[config.mk]
export PLATFORM = sky130hd
export DESIGN_NAME = neuron_store_bank_flat
export DESIGN_NICKNAME = d
export VERILOG_FILES = /design/src/rtl/neuron_store_bank_if.sv /design/src/rtl/neuron_store_bank.sv /design/src/flat_wrapper.sv
export SDC_FILE = /design/constraint.sdc
export NUM_CORES = 1
export LEC_CHECK = 0
export CAP_MARGIN = 40
export CORE_UTILIZATION = 60
export CTS_CLUSTER_SIZE = 14
export DETAILED_ROUTE_END_ITERATION = 8
export PLACE_DENSITY = 0.74
export SLEW_MARGIN = 20
export SYNTH_ARGS = -nofsm -noshare
export SYNTH_HDL_FRONTEND = slang
export SYNTH_SLANG_ARGS = --single-unit
[constraint.sdc]
create_clock -name clk -period 14.4 [get_ports clk]
set_clock_uncertainty 0.1 [all_clocks]
set_input_delay 3.6 -clock clk [delete_from_list [all_inputs] [get_ports clk]]
set_output_delay 3.6 -clock clk [all_outputs]
set_load 0.005 [all_outputs]
[src/rtl/neuron_store_bank_if.sv]
// Request/response bundle for neuron_store_bank: write, clear and tap-read ports.
// The master drives the write/clear/read controls; the slave returns the registered read data.
interface neuron_store_bank_if #(
    parameter int WIDTH = 32,
    parameter int CW    = 2,
    parameter int TW    = 3
);
    logic             wr_en;
    logic [CW-1:0]    wr_ch;
    logic [WIDTH-1:0] in;
    logic             clr;
    logic [CW-1:0]    clr_ch;
    logic [CW-1:0]    rd_ch;
    logic [TW-1:0]    rd_tap;
    logic [WIDTH-1:0] out;
    logic             out_valid;
    logic [TW:0]      rd_count;

    modport master (
        output wr_en, wr_ch, in, clr, clr_ch, rd_ch, rd_tap,
        input  out, out_valid, rd_count
    );

    modport slave (
        input  wr_en, wr_ch, in, clr, clr_ch, rd_ch, rd_tap,
        output out, out_valid, rd_count
    );
endinterface

[src/rtl/neuron_store_bank.sv]
// Multi-channel history store: each channel is a DEPTH-deep ring buffer with a fill count.
// Samples are read by age (tap 0 = newest), with one active edge of latency.
module neuron_store_bank #(
    parameter int WIDTH    = 32,
    parameter int CHANNELS = 4,
    parameter int DEPTH    = 8,
    parameter int NEG_EDGE = 1
) (
    input logic               clk,
    input logic               rst,
    neuron_store_bank_if.slave bus
);
    localparam int CW = (CHANNELS > 1) ? $clog2(CHANNELS) : 1;
    localparam int TW = $clog2(DEPTH);

    // One register clock; the inversion picks the falling edge without duplicating the update logic.
    logic aclk;
    assign aclk = clk ^ (NEG_EDGE != 0);

    logic [WIDTH-1:0] mem  [CHANNELS][DEPTH];
    logic [TW-1:0]    wptr [CHANNELS];
    logic [TW:0]      cnt  [CHANNELS];

    logic [CHANNELS-1:0] clr_hit, wr_hit;
    logic [TW-1:0]       wbase  [CHANNELS];
    logic [TW-1:0]       wptr_n [CHANNELS];
    logic [TW:0]         cbase  [CHANNELS];
    logic [TW:0]         cnt_n  [CHANNELS];

    // A clear rebases the channel first, so a same-edge write lands at entry 0 with count 1.
    always_comb begin
        for (int c = 0; c < CHANNELS; c++) begin
            clr_hit[c] = bus.clr   && (bus.clr_ch == CW'(c));
            wr_hit[c]  = bus.wr_en && (bus.wr_ch  == CW'(c));
            wbase[c]   = clr_hit[c] ? '0 : wptr[c];
            cbase[c]   = clr_hit[c] ? '0 : cnt[c];
            wptr_n[c]  = wr_hit[c] ? wbase[c] + TW'(1) : wbase[c];
            cnt_n[c]   = (wr_hit[c] && cbase[c] != (TW+1)'(DEPTH)) ? cbase[c] + (TW+1)'(1)
                                                                    : cbase[c];
        end
    end

    logic          rd_in, rd_hit;
    logic [TW:0]   rd_cnt;
    logic [TW-1:0] raddr;

    always_comb begin
        rd_in  = {1'b0, bus.rd_ch} < (CW+1)'(CHANNELS);
        rd_cnt = rd_in ? cnt[bus.rd_ch] : '0;
        rd_hit = rd_in && ({1'b0, bus.rd_tap} < rd_cnt);
        raddr  = rd_in ? wptr[bus.rd_ch] - TW'(1) - bus.rd_tap : '0;
    end

    always_ff @(posedge aclk) begin
        if (rst) begin
            for (int c = 0; c < CHANNELS; c++) begin
                wptr[c] <= '0;
                cnt[c]  <= '0;
            end
            bus.out       <= '0;
            bus.out_valid <= 1'b0;
            bus.rd_count  <= '0;
        end else begin
            for (int c = 0; c < CHANNELS; c++) begin
                wptr[c] <= wptr_n[c];
                cnt[c]  <= cnt_n[c];
            end
            bus.out       <= rd_hit ? mem[bus.rd_ch][raddr] : '0;
            bus.out_valid <= rd_hit;
            bus.rd_count  <= rd_cnt;
        end
    end

    // Sample storage carries no reset; the counts alone define what is valid.
    always_ff @(posedge aclk) begin
        for (int c = 0; c < CHANNELS; c++)
            if (!rst && wr_hit[c]) mem[c][wbase[c]] <= bus.in;
    end
endmodule

[src/flat_wrapper.sv]
// flat-port wrapper written by rule: the top's interface ports become plain ports
module neuron_store_bank_flat 
#(
    parameter int WIDTH    = 32,
    parameter int CHANNELS = 4,
    parameter int DEPTH    = 8,
    parameter int NEG_EDGE = 1
)
  (clk, rst, bus_wr_en, bus_wr_ch, bus_in, bus_clr, bus_clr_ch, bus_rd_ch, bus_rd_tap, bus_out, bus_out_valid, bus_rd_count);
  neuron_store_bank_if #(.WIDTH(WIDTH)) bus_i ();
  input logic clk;
  input logic rst;
  input wire logic [$bits(bus_i.wr_en)-1:0] bus_wr_en;
  input wire logic [$bits(bus_i.wr_ch)-1:0] bus_wr_ch;
  input wire logic [$bits(bus_i.in)-1:0] bus_in;
  input wire logic [$bits(bus_i.clr)-1:0] bus_clr;
  input wire logic [$bits(bus_i.clr_ch)-1:0] bus_clr_ch;
  input wire logic [$bits(bus_i.rd_ch)-1:0] bus_rd_ch;
  input wire logic [$bits(bus_i.rd_tap)-1:0] bus_rd_tap;
  output wire logic [$bits(bus_i.out)-1:0] bus_out;
  output wire logic [$bits(bus_i.out_valid)-1:0] bus_out_valid;
  output wire logic [$bits(bus_i.rd_count)-1:0] bus_rd_count;
  assign bus_i.wr_en = bus_wr_en;
  assign bus_i.wr_ch = bus_wr_ch;
  assign bus_i.in = bus_in;
  assign bus_i.clr = bus_clr;
  assign bus_i.clr_ch = bus_clr_ch;
  assign bus_i.rd_ch = bus_rd_ch;
  assign bus_i.rd_tap = bus_rd_tap;
  assign bus_out = bus_i.out;
  assign bus_out_valid = bus_i.out_valid;
  assign bus_rd_count = bus_i.rd_count;
  neuron_store_bank #(.WIDTH(WIDTH), .CHANNELS(CHANNELS), .DEPTH(DEPTH), .NEG_EDGE(NEG_EDGE)) u_core (.clk(clk), .rst(rst), .bus(bus_i));
endmodule
==> results of run 1 <==
[layer usage]
metal  GRT usage  part of all wire
met4      0.1840             0.033
met2      0.5239              0.50
met1      0.4089              0.35
met5           0           0.00043
met3      0.1135              0.11
[logic make-up (layout without fill, tap and decap cells)]
group	Yosys count	after routing
flip-flops	1089	1089
AO/OA/AOI/OAI	241	241
XOR/XNOR	23	23
buffers and inverters	128	1501
AND/OR/NAND/NOR	136	136
adder cells (fa/ha/maj)	16	16
other	0	3
multiplexers	269	269
[critical path: cells and delay by family]
| family | cells | cell delay, ns |
|---|---|---|
| xor+xnor | 2 | 0.75 |
| buf+inv | 3 | 0.66 |
| fa+ha+maj | 2 | 0.58 |
| compound gates | 2 | 0.54 |
| mux | 1 | 0.53 |
[registers in the layout, summed over array words and instances, names as in the netlist]
signal	count
u_core.bus.out	32
u_core.bus.out_valid	1
u_core.bus.rd_count	4
u_core.cnt	16
u_core.mem	1024
u_core.wptr	12
[cell type report]
type                    instances  area share
well taps                     882     0.02096
flip-flops and latches       1089      0.6086
clock buffers                 116     0.05512
repair buffers                187     0.04234
clock inverters              1178     0.09625
multi-input cells             685      0.1752
diodes                          3   0.0001426
inverters                      20    0.001426
[how the worst max path moves through the flow]
stage,startpoint,to,slack [ns],cells past startpoint
floorplan,rst,u_core.mem[0][192],-0.76,4
global placement,bus_rd_ch[1],u_core.bus.out[12],0.43,10
detailed placement,bus_rd_ch[1],u_core.bus.out[29],0.35,10
CTS,bus_rd_ch[1],u_core.bus.out[29],1.02,10
global route,bus_rd_ch[1],u_core.bus.out[29],0.91,10
finish,bus_rd_ch[1],u_core.bus.out[29],0.94,10
[power groups by stage]
stage | Clock [uW] | Sequential, uW | Combinational [uW]
3_5_place_dp | 448 | 3550 | 349
4_1_cts | 4430 | 3510 | 358
6_report | 4370 | 3510 | 372
5_1_grt | 4760 | 3500 | 392
3_3_place_gp | 448 | 3550 | 337
2_1_floorplan | 448 | 3550 | 198
[cells in the mapped netlist (all sizes together) (2+ instances only)]
master  instances  area share
edfxtp       1024        0.74
mux4          263        0.14
a22o          128       0.027
dfxtp          65       0.031
o21ai          65      0.0078
clkbuf         54      0.0049
buf            53      0.0065
nor2           35      0.0032
a211oi         32      0.0058
nand2          31      0.0028
inv            21      0.0019
xnor2          18      0.0040
nor3           16      0.0019
ha             15      0.0045
nor4            9      0.0014
and2            7      0.0011
mux2i           6      0.0014
or3             6     0.00090
a21oi           5     0.00060
nand4           5     0.00075
nor2b           5     0.00075
xor2            5      0.0011
and3b           4     0.00084
nand2b          4     0.00060
nand3b          4     0.00072
o311ai          4     0.00084
o31ai           4     0.00072
nand3           3     0.00036
and3            2     0.00030
nor3b           2     0.00036
or3b            2     0.00042
[through the flow]
stage | setup WS [ns] | cells | TNS [ns] | utilization | area, um2
finish | 0.9387 | 4160 | 0 | 0.7692 | 52660
global route | 0.9095 | 4158 | 0 | 0.7691 | 52660
CTS | 1.017 | 4131 | 0 | 0.7636 | 52280
detailed placement | 0.3459 | 2838 | 0 | 0.6472 | 44310
global placement | 0.4288 | 2833 | 0 | 0.6462 | 44240
floorplan | -0.7551 | 1902 | -48.33 | - | 41540
==> results.txt, run 1 <==
The first detailed-routing pass took 6 iterations. The count of nets left with antenna violations once routing finished came out at 0. The area added between synthesis and finish was 26.93%.

For the worst vdd rail ir drop, the log shows 98.27 uV. For this run, the leading register cell type out of synthesis is sky130_fd_sc_hd__edfxtp_1. The floorplan has 96 rows.

Buffers placed on the I/O ports in this run total 81. The number of antenna violations at the first check in global routing was 7. The setup path with the least slack is of type primary input to flip-flop.

Across all hold checks on the routed design, the worst slack comes to 0.4815 ns. The post-synth net total was 1963. For the reported net switching power, the log shows 2365 uW. The run gives 6.69 ns as the data arrival time of the critical path. The footprint of the multi-input gates was 9224 um2; the die span in x was 265.0 um. By area, the combinational part of the netlist is dominated by multiplexers. The startpoint identified for the worst hold timing path is u_core.cnt[1][3]. The normalized max-slew margin is 0.2291, and the fraction of synthesized cell area in xor and xnor cells is 0.005036.

The fraction of registers with async set/reset is 0. Wires add up to 114.9 mm. Detailed placement ended at an HPWL of 51.93 mm. The commonest non-fill, non-tap cell in the layout is sky130_fd_sc_hd__inv_1. At the worst endpoint, the required time is 7.63 ns. The worst setup path is launched from a primary input.

Routability-driven placement finished with a final weighted congestion of 0.8144. The total count of max-transition violations in the final report came out at 0. Summed over all layers, the global routing overflow is 0. The run gives 3517 as the count of fill cells added during filler insertion. The Yosys step of the flow raised 0 warnings. Sequential fraction of the synthesis area: 0.7725. The startpoint identified for the worst register-to-register timing path is u_core.wptr[1][0]. Setup repair after global routing left no endpoint under its margin.

Detailed routing inserted a total of 25.88k vias. The flow ran to the end, and the final reports show no timing, DRC or antenna violations. The critical path goes through buf_8, mux4_2, ha_1, fa_1, xnor2_1, buf_4, xnor2_4, buf_4, o21ai_1, a211oi_1. The logs give 82 for the number of top-level pins and 41490 um2 for the synthesized cell area.

For the pin with the worst max-slew slack, the measured transition is 1.156 ns. CTS saw 1089 sinks. For this block, the initial DRC count from the detailed router was 3347. The instance count of the mapped netlist was 1902.

The synthesized area divided by synthesized cell count is 21.81 um2. The share of the synthesized area in compound gates (AO/OA/AOI/OAI) is 0.04343, and the share of total power in combinational logic is 0.045. Across all register-to-register paths, the minimum setup slack is 10.94 ns. The global-route wire length before repair is 166.4 mm. The clock tree synthesis step divided the H-tree into 3 levels. The post-CTS setup-driven buffer insertion count was 0; the worst-case clock buffer depth was 3. The post-route DRC violation count was 0.

Number of distinct standard cells referenced by the synthesized netlist: 40. By instance count, the cell type seen most on the critical path is sky130_fd_sc_hd__buf_4. Standby leakage power: 0.02131 uW.

In this run, post-CTS repair resized a total of 0 instances. At the end of the flow, the number of nets in the layout was 3244. Using the TritonRoute via totals, the vias-per-cell ratio works out to 6.220. The net switching fraction of the power was 0.2867. The number of global-route vias before repair is 28.59k. The tools report the number of hold violations in the final report as 0. TritonCTS built the clock tree.

In the final layout, flip-flops and latches occupy 32050 um2. The number of hold buffers added after CTS was 0. The post-synthesis simple-gate area fraction is 0.01650, and the count of cells along the worst register-to-register path is 9. The capturing point of the worst reg2reg path was u_core.bus.out[29]. The worst stage delay on the critical path is 0.62 ns. The worst hold path passes through 2 cells.

The tools report the internal power summed over all cells as 5884 uW. The share of layout cells above drive strength 1 is 0.1850. Cell with the biggest individual delay on the critical path: sky130_fd_sc_hd__xnor2_4. The sink of the worst hold path was u_core.cnt[1][3]. The relative contribution of sequential cells to total power was 0.425; the placeable core area was 68470 um2. The logs give 0.530 for the portion of total power attributed to the clock network and 8250 uW for the power consumption. In the layout the commonest cells are 1123 x sky130_fd_sc_hd__inv_1, 1024 x sky130_fd_sc_hd__edfxtp_1, 263 x sky130_fd_sc_hd__mux4_2. Yosys mapped a number of flops with a built-in enable equal to 1024. In this run the power density over the cells is 156.7 nW/um2. Across the run, the number of max-cap violations was 0.

After detailed routing, the average wire length per cell comes to 27.63 um. Entering global routing, the biggest net connects 162 pins. Post-synthesis adder-cell area fraction: 0.005006.

The worst setup path is captured at a flip-flop. From bottom edge to top edge, the die measures 265.0 um. The tools report the overall track demand over capacity in global routing as 0.3330. Initial standard-cell utilization of the core: 0.6060.

The class of the worst hold path was flip-flop to flip-flop. The run gives 0 as the total of endpoints with negative setup slack in the final report. The cell sitting at the root of the clock tree is a sky130_fd_sc_hd__clkbuf_16. Post-synthesis mux area share: 0.1442. The number of storage elements in the synthesis netlist works out to 1089. The area enclosed by the die boundary was 70210 um2; the clock-pin slew on the worst setup and hold paths was 0.04 ns. The later pin in the worst-skew pair is clocked with a latency of 0.71 ns. Buffers inserted during clock tree synthesis total 111.

The highest net fanout along the worst path works out to 21.
No activity file was read; power rests on OpenSTA's default activity.
==> inputs of run 2 (changes only) <==
- SLEW_MARGIN: 20 -> default
==> results.txt, run 2 (same netlist as run 1, synthesis figures left out) <==
The flow ran to the end, and the final reports show no timing, DRC or antenna violations. The share of layout cells above drive strength 1 is 0.1772 (-0.007881). The detailed-router iteration count before antenna repair came out at 5 (-1). The count of instances resized after the clock tree is built is 0 (unchanged). The tools report the final net count as 3235 (-0.28%). The clock buffer count from CTS came out at 109 (-1.8%).

TritonCTS built the clock tree. Number of hold violations in the final report: 0 (unchanged). The aggregate routed wire length came out at 114.6 mm (-0.29%). The worst setup path category is primary input to flip-flop. The worst setup slack before clock tree synthesis is 0.3653 ns (+0.01948 ns). The clock tree root driver cell is sky130_fd_sc_hd__clkbuf_16. The overall track demand over capacity in global routing is 0.3321 (-0.0008957), and the floorplan row count is 96 (unchanged). The worst-margin pin slew works out to 1.181 ns (+0.02484 ns). The worst setup path is launched from a primary input. The flip-flop count of the largest register after layout is 1024 (unchanged), and the power consumption is 8255 uW (about the same). The number of buffer cells added on primary ports was 81 (unchanged). The logs give 3166 (-5.4%) for the count of routing violations after the opening detailed-route iteration and 0 (unchanged) for the post-CTS setup-driven buffer insertion count. The clock insertion delay at the later pin of the skew report came out at 0.72 ns (about the same). The die span in x was 265.0 um (unchanged); the initial standard-cell utilization of the core was 0.6060 (unchanged). In the layout the commonest cells are 1133 x sky130_fd_sc_hd__inv_1, 1024 x sky130_fd_sc_hd__edfxtp_1, 263 x sky130_fd_sc_hd__mux4_2. The highest net fanout along the worst path is 21 (unchanged). For the sum of net half-perimeters after detailed placement, the log shows 51.85 mm (-0.16%). The via count normalized by instance count was 6.222 (about the same).

The post-route DRC violation count came out at 0 (unchanged). The commonest non-fill, non-tap cell in the layout is sky130_fd_sc_hd__inv_1. The run gives 0 (unchanged) as the total count of max-transition violations in the final report.

The tools report the startpoint of the tightest hold check path as u_core.cnt[1][3]. The logs give 0 (unchanged) for the number of routed nets with antenna violations and 28.70k (+0.38%) for the number of global-route vias before repair. The tools report the data required time of the worst path as 7.64 ns (about the same). The clock-pin slew on the worst setup and hold paths works out to 0.04 ns (about the same). The class of the worst hold path is flip-flop to flip-flop.

The remaining global-route overflow is 0 (unchanged), and the area enclosed by the die boundary is 70210 um2 (unchanged). Setup repair after global routing left no endpoint under its margin. The number of clock sinks was 1089 (unchanged). The startpoint identified for the worst register-to-register timing path is u_core.wptr[0][0]. The worst vdd rail ir drop is 121.4 uV (+24%). The worst setup path is captured at a flip-flop. The worst-case clock buffer depth is 3 (unchanged).

The standby leakage power was 0.02131 uW (about the same). The power per unit of standard cell area is 157.1 nW/um2 (+0.28%). The logs give 0.8144 (unchanged) for the final estimated routing congestion in global placement and 162 (unchanged) for the largest net degree at the start of global routing.

The data arrival time of the critical path is 6.67 ns (-0.02 ns), and the count of fill cells added during filler insertion is 3523 (+0.17%). The number of buffers added to fix hold violations after cts came out at 0 (unchanged). The total via count after detailed routing came out at 25.76k (-0.44%). The wire length per cell after detailed routing was 27.68 um (+0.17%); the placeable core area was 68470 um2 (unchanged). The tools report the normalized max-slew margin as 0.2125 (-0.01656). The total of endpoints with negative setup slack in the final report is 0 (unchanged), and the height of the chip is 265.0 um (unchanged). The number of top-level pins was 82 (unchanged); the area added between synthesis and finish was 26.65%.

Max capacitance violation total: 0 (unchanged). The most critical setup path has its startpoint at bus_rd_ch[1]. The logs give 2 (-5) for the number of antenna violations at the first check in global routing and 166.1 mm (-0.20%) for the global-route wire length before repair. The number of H-tree levels is 3 (unchanged). The final worst setup slack is 0.9772 ns (+0.03855 ns).
## run 2: path summary, 6_finish.rpt
path / endpoint / slack, ns / depth (start not counted)
worst max-delay path: u_core.bus.out[2] / 0.98 / 10
worst max register to register: u_core.bus.out[2] / 10.97 / 9
worst min-delay path: u_core.cnt[1][3] / 0.48 / 2
worst min register to register: u_core.cnt[1][3] / 0.48 / 2
## run 2: worst max-delay path: stages
cell                       delay [ns]
sky130_fd_sc_hd__buf_8           0.19
sky130_fd_sc_hd__mux4_2          0.53
sky130_fd_sc_hd__ha_1            0.23
sky130_fd_sc_hd__fa_1            0.40
sky130_fd_sc_hd__xnor2_1         0.15
sky130_fd_sc_hd__buf_4           0.18
sky130_fd_sc_hd__xnor2_4         0.61
sky130_fd_sc_hd__buf_4           0.29
sky130_fd_sc_hd__o21ai_0         0.13
sky130_fd_sc_hd__a211oi_1        0.34
## run 2: per-stage QoR
| stage | std cells | setup TNS, ns | area, um2 | util | hold WS (ns) |
|---|---|---|---|---|---|
| after floorplan | 1902 | -48.33 | 41540 | - | 0.4337 |
| after global placement | 2833 | 0 | 44240 | 0.6462 | 0.4614 |
| after detailed placement | 2838 | 0 | 44320 | 0.6473 | 0.4669 |
| after CTS | 4120 | 0 | 52260 | 0.7632 | 0.4769 |
| after global routing | 4139 | 0 | 52540 | 0.7674 | 0.5010 |
| final | 4141 | 0 | 52550 | 0.7675 | 0.4781 |
## run 2: power breakdown
part	leakage, uW	internal [uW]	switching [uW]
clock network	0.00773	2260	2110
registers	0.00974	3500	10.2
logic	0.00384	159	211
total	0.0213	5920	2330
## run 2: layout make-up
| type | instances | area, um2 | share of cell area |
|---|---|---|---|
| multi-input cells | 685 | 9224 | 0.1755 |
| flip-flops and latches | 1089 | 32050 | 0.6100 |
| diodes | 2 | 5.005 | 0.00009525 |
| repair buffers | 180 | 2145 | 0.04081 |
| clock inverters | 1171 | 5140 | 0.09782 |
| inverters | 20 | 75.07 | 0.001429 |
| clock buffers | 112 | 2803 | 0.05334 |
| well taps | 882 | 1104 | 0.02100 |
## run 2: metal layers
metal,share of wire,track usage
met1,0.35,0.4071
met2,0.50,0.5214
met3,0.11,0.1142
met4,0.035,0.1858
met5,0.00015,0
==> inputs of run 3 (changes only) <==
- ABC_CLOCK_PERIOD_IN_PS: default -> 14400
==> results of run 3 <==
The final DEF is identical to that of run 2; final timing and power are the same.
